### src/rtl/mem_arbiter_pkg.sv
// Shared types for mem_arbiter: FSM states, transaction owner codes and
// round-robin slot indices.
package mem_arbiter_pkg;

  typedef enum logic [1:0] {
    S_IDLE,
    S_ISSUE,
    S_WAIT,
    S_DONE
  } arb_state_e;

  typedef enum logic [1:0] {
    OWN_BOOT,
    OWN_INST,
    OWN_DATA
  } owner_e;

  localparam int unsigned RR_INST = 0;
  localparam int unsigned RR_DATA = 1;

  function automatic logic [15:0] sat_inc16(input logic [15:0] v);
    return (v == '1) ? v : v + 16'd1;
  endfunction

endpackage

### src/rtl/mem_arbiter_rr_pick2.sv
// Two-way round-robin picker: on contention the slot not granted last wins.
// The priority pointer moves only when a grant is actually taken (advance).
module rr_pick2
  import mem_arbiter_pkg::*;
(
  input  logic       clk,
  input  logic       rst,
  input  logic [1:0] req,
  input  logic       advance,
  output logic [1:0] gnt
);

  // prio_q = 1: data slot wins a tie; reset favours data
  logic prio_q, prio_d;

  always_comb begin
    gnt = req;
    if (req == 2'b11) begin
      gnt = prio_q ? 2'b10 : 2'b01;
    end
  end

  always_comb begin
    prio_d = prio_q;
    if (advance && (gnt != '0)) begin
      prio_d = gnt[RR_INST];
    end
  end

  always_ff @(posedge clk) begin
    if (rst) begin
      prio_q <= 1'b1;
    end else begin
      prio_q <= prio_d;
    end
  end

endmodule

### src/rtl/mem_arbiter.sv
// mem_arbiter: serialises boot writes, instruction fetches and data accesses
// onto one SRAM port. Define MEM_ARB_STATS_EN to add per-port grant counters.
module mem_arbiter
  import mem_arbiter_pkg::*;
#(
  parameter int unsigned DATA_WIDTH    = 32,
  parameter int unsigned ADDR_WIDTH    = 20,
  parameter int unsigned ACCESS_CYCLES = 2
) (
  input  logic                  clk,
  input  logic                  rst,
  input  logic                  boot_mode,
  input  logic                  boot_req,
  input  logic [ADDR_WIDTH-1:0] boot_addr,
  input  logic [DATA_WIDTH-1:0] boot_wr_data,
  output logic                  boot_ack,
  input  logic                  inst_req,
  input  logic [ADDR_WIDTH-1:0] inst_addr,
  output logic [DATA_WIDTH-1:0] inst_rd_data,
  output logic                  inst_ack,
  input  logic                  data_req,
  input  logic                  data_wr_en,
  input  logic [ADDR_WIDTH-1:0] data_addr,
  input  logic [DATA_WIDTH-1:0] data_wr_data,
  output logic [DATA_WIDTH-1:0] data_rd_data,
  output logic                  data_ack,
  output logic                  mem_rd_en,
  output logic                  mem_wr_en,
  output logic [ADDR_WIDTH-1:0] mem_addr,
  output logic [DATA_WIDTH-1:0] mem_wr_data,
  input  logic [DATA_WIDTH-1:0] mem_rd_data,
  output logic                  busy
`ifdef MEM_ARB_STATS_EN
  ,
  output logic [15:0]           inst_grant_cnt,
  output logic [15:0]           data_grant_cnt
`endif
);

  localparam int unsigned CNT_W = $clog2(ACCESS_CYCLES + 1);
  localparam logic [CNT_W-1:0] CNT_LOAD = CNT_W'(ACCESS_CYCLES - 1);

  arb_state_e            state_q, state_d;
  owner_e                owner_q, owner_d;
  logic [ADDR_WIDTH-1:0] addr_q, addr_d;
  logic [DATA_WIDTH-1:0] wdata_q, wdata_d;
  logic                  we_q, we_d;
  logic [CNT_W-1:0]      cnt_q, cnt_d;
  logic [DATA_WIDTH-1:0] inst_rd_q, inst_rd_d;
  logic [DATA_WIDTH-1:0] data_rd_q, data_rd_d;

  logic [1:0] rr_req, rr_gnt;
  logic       rr_adv;

  // inst/data only compete outside boot mode, and only while requests are sampled
  assign rr_req = boot_mode ? 2'b00 : {data_req, inst_req};
  assign rr_adv = (state_q == S_IDLE) && !boot_mode;

  rr_pick2 u_rr (
    .clk     (clk),
    .rst     (rst),
    .req     (rr_req),
    .advance (rr_adv),
    .gnt     (rr_gnt)
  );

  always_comb begin
    state_d   = state_q;
    owner_d   = owner_q;
    addr_d    = addr_q;
    wdata_d   = wdata_q;
    we_d      = we_q;
    cnt_d     = cnt_q;
    inst_rd_d = inst_rd_q;
    data_rd_d = data_rd_q;
    case (state_q)
      S_IDLE: begin
        if (boot_mode && boot_req) begin
          owner_d = OWN_BOOT;
          addr_d  = boot_addr;
          wdata_d = boot_wr_data;
          we_d    = 1'b1;
          state_d = S_ISSUE;
        end else if (rr_gnt[RR_DATA]) begin
          owner_d = OWN_DATA;
          addr_d  = data_addr;
          wdata_d = data_wr_data;
          we_d    = data_wr_en;
          state_d = S_ISSUE;
        end else if (rr_gnt[RR_INST]) begin
          owner_d = OWN_INST;
          addr_d  = inst_addr;
          we_d    = 1'b0;
          state_d = S_ISSUE;
        end
      end
      S_ISSUE: begin
        cnt_d   = CNT_LOAD;
        state_d = S_WAIT;
      end
      S_WAIT: begin
        if (cnt_q == '0) begin
          state_d = S_DONE;
          if (!we_q && (owner_q == OWN_INST)) inst_rd_d = mem_rd_data;
          if (!we_q && (owner_q == OWN_DATA)) data_rd_d = mem_rd_data;
        end else begin
          cnt_d = cnt_q - CNT_W'(1);
        end
      end
      S_DONE:  state_d = S_IDLE;
      default: state_d = S_IDLE;
    endcase
  end

  always_ff @(posedge clk) begin
    if (rst) begin
      state_q   <= S_IDLE;
      owner_q   <= OWN_BOOT;
      addr_q    <= '0;
      wdata_q   <= '0;
      we_q      <= 1'b0;
      cnt_q     <= '0;
      inst_rd_q <= '0;
      data_rd_q <= '0;
    end else begin
      state_q   <= state_d;
      owner_q   <= owner_d;
      addr_q    <= addr_d;
      wdata_q   <= wdata_d;
      we_q      <= we_d;
      cnt_q     <= cnt_d;
      inst_rd_q <= inst_rd_d;
      data_rd_q <= data_rd_d;
    end
  end

  assign mem_rd_en    = (state_q == S_ISSUE) && !we_q;
  assign mem_wr_en    = (state_q == S_ISSUE) && we_q;
  assign mem_addr     = addr_q;
  assign mem_wr_data  = wdata_q;
  assign boot_ack     = (state_q == S_DONE) && (owner_q == OWN_BOOT);
  assign inst_ack     = (state_q == S_DONE) && (owner_q == OWN_INST);
  assign data_ack     = (state_q == S_DONE) && (owner_q == OWN_DATA);
  assign inst_rd_data = inst_rd_q;
  assign data_rd_data = data_rd_q;
  assign busy         = (state_q != S_IDLE);

`ifdef MEM_ARB_STATS_EN
  logic [15:0] inst_cnt_q, data_cnt_q;

  always_ff @(posedge clk) begin
    if (rst) begin
      inst_cnt_q <= '0;
      data_cnt_q <= '0;
    end else begin
      if ((state_q == S_ISSUE) && (owner_q == OWN_INST)) inst_cnt_q <= sat_inc16(inst_cnt_q);
      if ((state_q == S_ISSUE) && (owner_q == OWN_DATA)) data_cnt_q <= sat_inc16(data_cnt_q);
    end
  end

  assign inst_grant_cnt = inst_cnt_q;
  assign data_grant_cnt = data_cnt_q;
`endif

endmodule

### config.mk
export PLATFORM = sky130hd
export DESIGN_NAME = mem_arbiter
export DESIGN_NICKNAME = d
export VERILOG_FILES = /design/src/rtl/mem_arbiter_pkg.sv /design/src/rtl/mem_arbiter_rr_pick2.sv /design/src/rtl/mem_arbiter.sv
export SDC_FILE = /design/constraint.sdc
export NUM_CORES = 1
export LEC_CHECK = 0
export ABC_AREA = 1
export BUFFER_PORTS_ARGS = -buffer_cell sky130_fd_sc_hd__buf_4
export CELL_PAD_IN_SITES_DETAIL_PLACEMENT = 0
export CELL_PAD_IN_SITES_GLOBAL_PLACEMENT = 1
export CORE_ASPECT_RATIO = 1.4
export CORE_MARGIN = 3
export CORE_UTILIZATION = 27
export CTS_CLUSTER_DIAMETER = 40
export DETAILED_ROUTE_END_ITERATION = 10
export PLACE_DENSITY_LB_ADDON = 0.1
export SYNTH_ARGS = -nofsm -noshare
export SYNTH_HDL_FRONTEND = slang
export SYNTH_HIERARCHICAL = 1
export SYNTH_SLANG_ARGS = --single-unit
### constraint.sdc
create_clock -name clk -period 1.8 [get_ports clk]
set_input_delay 0.36 -clock clk [delete_from_list [all_inputs] [get_ports clk]]
set_output_delay 0.36 -clock clk [all_outputs]
set_load 0.05 [all_outputs]
After elaboration in Yosys (flattened, before gate mapping)
Cells that the tools add are included.

cells by class
  reduce and logical (&&, ||, !) cells = 26
  add/sub/neg operators = 1
  mux-type cells = 20
  equal/unequal tests = 9

operators by type and width
  operator                                                               count
  32-bit two-way mux                                                     2
  20-bit two-way mux                                                     3
  2-bit two-way mux                                                      10
  1-bit logical AND                                                      10
  2-bit equality test, second input constant                             4
  2-bit one-hot mux with 4 select lines                                  1
  2-bit AND reduction                                                    4
  2-bit nonzero test                                                     4
  2-bit zero test                                                        3
  3-bit AND reduction                                                    2
  2-bit by 1-bit equality test with 1-bit output, second input constant  2
  2-bit != test, second input constant                                   2
  4-bit by 1-bit != test with 1-bit output, second input constant        1
  2-bit one-hot mux with 2 select lines                                  1
  1-bit two-way mux                                                      3
  3-bit nonzero test                                                     1
  1-bit zero test                                                        2
  2-bit by 1-bit subtractor with 2-bit output, second input constant     1

storage, ports and cells
  logic and storage cells = 65
  flip-flop bits (word level) = 124
  input bits = 163
  output and inout port bits = 122

Depth between registers and ports, before layout
  word-level depth = 7
  gate-level depth with buffers = 11
  depth with buffers taken out = 9

Hierarchy
Netlist, hierarchy kept.

modules (own cells, without submodules)
  module       instances  area an instance (µm²)  cells each  seq. area each (µm²)
  mem_arbiter  1          5686.7                  900         2462.4
  rr_pick2     1          60.1                    9           20.0

Worst setup path before layout
Ideal clock, no wire load.

  path type = register -> output
  start = register state_q[0]
  end = output boot_ack
  data required time = 1.440 ns
  cell stages (with the launch flop) = 4
  buffers on the path = 0
  arrival = 1.593 ns
  path slack = -0.153 ns
  path through = dfxtp_1 > ha_1 > inv_1 > nor3_1

on the way
  longest elaborated chain between the ends = 2

RTL lines
  item                    line                text
  start, declared         mem_arbiter.sv:43   arb_state_e state_q, state_d;
  start signal, assigned  mem_arbiter.sv:126  state_q <= state_d;
  2-bit equality test     mem_arbiter.sv:141  assign boot_ack = (state_q == S_DONE) && (owner_q == OWN_BOOT);
  1-bit logical AND       mem_arbiter.sv:141
  end, declared           mem_arbiter.sv:16   output logic boot_ack,

Every way passes these cells.

Worst setup path in the final report
  start = register state_q[0]
  end = output busy

on the way
  longest elaborated chain between the ends = 1

RTL lines
  item                line                text
  2-bit nonzero test  mem_arbiter.sv:146  assign busy = (state_q != S_IDLE);
  end, declared       mem_arbiter.sv:32   output logic busy

Every way passes these cells.

==> metrics.txt <==
Worst Path Max Fanout 7; top cell type's share of synthesized area 0.432; post-route ant nets 0; Worst setup SP type register; post-layout min period 1.71 ns; post-place setup slack 0.0108 ns; Synth Net Count 1078; hold_buf cts 0; # rows 62; worst hold path depth 2; setup ws final 0.0854 ns; clock sink count 124; Fmax 0.583 GHz; drc violations 0; Layout area overhead 53.3%; final net count 1350; WP data required 1.44 ns; Buffers on Ports about 280; largest area contributor in the netlist dfxtp_1; clock skew 0.0116 ns; Worst Tran Pin Value between 0.3 and 0.4 ns; slew margin rel. 0.779; Num CTS Buffers 17; Max Root-Sink Buffers 2; reg2reg end data_rd_data[15]; Fin. Hold Viols 0; syn_area_per_cell approximately 6.3 um2; CP cell instances inv_1 -> ha_4 -> inv_1 -> buf_6; initial core utilization 0.277; DP HPWL 14600 um; Worst R2R Setup Slack roughly 0.18 ns; 1st-pass router iterations 4; CP dominant cell by count inv_1; Synth Register Bits 124; overall routing resource usage 0.168; post-synthesis sequential area ratio 0.432; CP max stage cell dfxtp_2; Crit path largest cell delay 0.35 ns; Setup Viol. Count Final 0; DIE WIDTH between 100 and 150 um; DR vias/cell 4.34; global-route wire length before repair 30400 um; core area about 21000 um2; Critical R2R Launch state_q[0]; H-tree depth 4; Syn Inst Count 909; min-delay src rst; initial antenna violation count 0; RSZ-0062 raised after global routing no; largest net degree at the start of global routing ~80; Netlist cell types 19; yosys warns 6; worst hold endpoint owner_q[1]; status complete, no violations; drt total wl just under 20000 um; Initial DRC Count 218; total grt overflow 0; Die ar. 23100 um2; GPL Wtd Cong ~0.74; root buf cell clkbuf_16; crit end category primary output; CTS tree built; CP Data Arrival Time around 1.4 ns; layout cells sized above 1 0.297; setup TNS 0 ns; worst vdd ir 0.676 mV; P_leak around 0.0045 uW; WL/cell between 10 and 15 um; R2R cell count 8; Vias 6283; fin crit share 0.953; top post-synthesis cells by area dfxtp_1, nand2_1, nor2_1; max-cap viol count 0; die height 179 um; ant diodes 0; Final Max Tran Viols 0; vias in the first global route 5979; HP Class in -> reg; PD cells 1330 nW/um2; clock latency on the worst-skew pair between 0.4 and 0.5 ns; IO Pins 285; Fillers 2253; Setup Crit Path Kind reg -> out; synthesized area 5750 um2; clock transition at the registers of the reported paths ~0.05 ns
worst max path at each step:
stage / start / endpoint / slack, ns / depth (start not counted)
after floorplan: boot_mode / mem_wr_data[10] / 0.09 / 10
after global placement: boot_mode / mem_addr[9] / 0.11 / 9
after detailed placement: boot_mode / mem_addr[1] / 0.01 / 9
after CTS: state_q[0] / busy / 0.0006 / 4
after global routing: owner_q[0] / inst_ack / 0.001 / 5
final: state_q[0] / busy / 0.09 / 4
critical path, delay by kind of cell, from the launching register on:
family / cells / cell delay [ns]
flops: 1 / 0.35
buf+inv: 3 / 0.39
fa+ha+maj: 1 / 0.21
cells by family (layout without fill, tap and decap cells):
group,Yosys count,after routing,share of synthesized area
AND/OR/NAND/NOR,552,552,0.372
AO/OA/AOI/OAI,96,96,0.0845
adder cells (fa/ha/maj),6,6,0.0131
flip-flops,124,124,0.432
buffers and inverters,131,415,0.0984
sequential cells by signal, summed over array words and instances, names as in the netlist:
register / cells
u_rr/prio_q: 1
data_rd_data: 32
cnt_q: 2
we_q: 1
state_q: 2
mem_wr_data: 32
inst_rd_data: 32
mem_addr: 20
owner_q: 2
per-stage QoR:
| step | instance area, um2 | utilization | std cells | hold WS (ns) | power, uW |
|---|---|---|---|---|---|
| final | 8810 | 0.425 | 1449 | 0.159 | 11700 |
| after global routing | 8810 | 0.425 | 1449 | 0.159 | 12500 |
| after CTS | 8800 | 0.425 | 1449 | 0.142 | 11900 |
| after detailed placement | 8230 | 0.397 | 1418 | 0.460 | 8580 |
| after global placement | 8230 | 0.397 | 1418 | 0.453 | 8570 |
| after floorplan | 5760 | - | 909 | 0.429 | 6880 |
per-layer routing:
metal  GRT usage  up-vias  share of wire
met4      0.0530        0          0.015
met3      0.0515       19          0.070
li1            -     3309              -
met1       0.182     2772           0.39
met2       0.309      183           0.52
met5           0        -              0
power by group:
| group | switching (uW) | leakage [uW] | internal [uW] |
|---|---|---|---|
| Clock | 1320 | 0.000270 | 1890 |
| Sequential | 254 | 0.00101 | 3240 |
| Combinational | 3320 | 0.00322 | 1710 |
synth_stat cells:
library cell  number
a21boi_0           1
a21boi_1           1
a21oi_1           27
buf_1              2
buf_2             17
buf_4             10
buf_6              2
clkbuf_1          25
dfxtp_1          124
ha_1               6
inv_1             73
inv_2              2
nand2_1          258
nand2_2            2
nand3_1           46
nor2_1           244
nor3_1             1
o21ai_0           67
or2_2              1
placed cells by master, fill, tap and decap left out, drive strengths merged, types with 6 or more instances in the layout:
cell type  instances
clkinv            11
dfxtp            124
clkbuf            17
buf              309
nand3             46
a21oi             27
ha                 6
inv               75
o21ai             67
nor2             244
nand2            260
layout make-up:
class | instances | area, um2 | area share
Clock inverter | 14 | 125 | 0.0142
Sequential cell | 124 | 2480 | 0.282
Timing Repair Buffer | 309 | 2450 | 0.278
Inverter | 75 | 283 | 0.0321
Multi-Input combinational cell | 654 | 2730 | 0.309
Tap cell | 256 | 320 | 0.0364
Clock buffer | 17 | 425 | 0.0483
what timing repair did:
action                                  4_1_cts  5_1_grt
gates resized for setup                       6        9
endpoints found under the setup margin        1       29
pin swaps                                     0        0
endpoints found under the hold margin         0        0
buffers inserted                              0        0
Power figures use the tool's default switching activity.
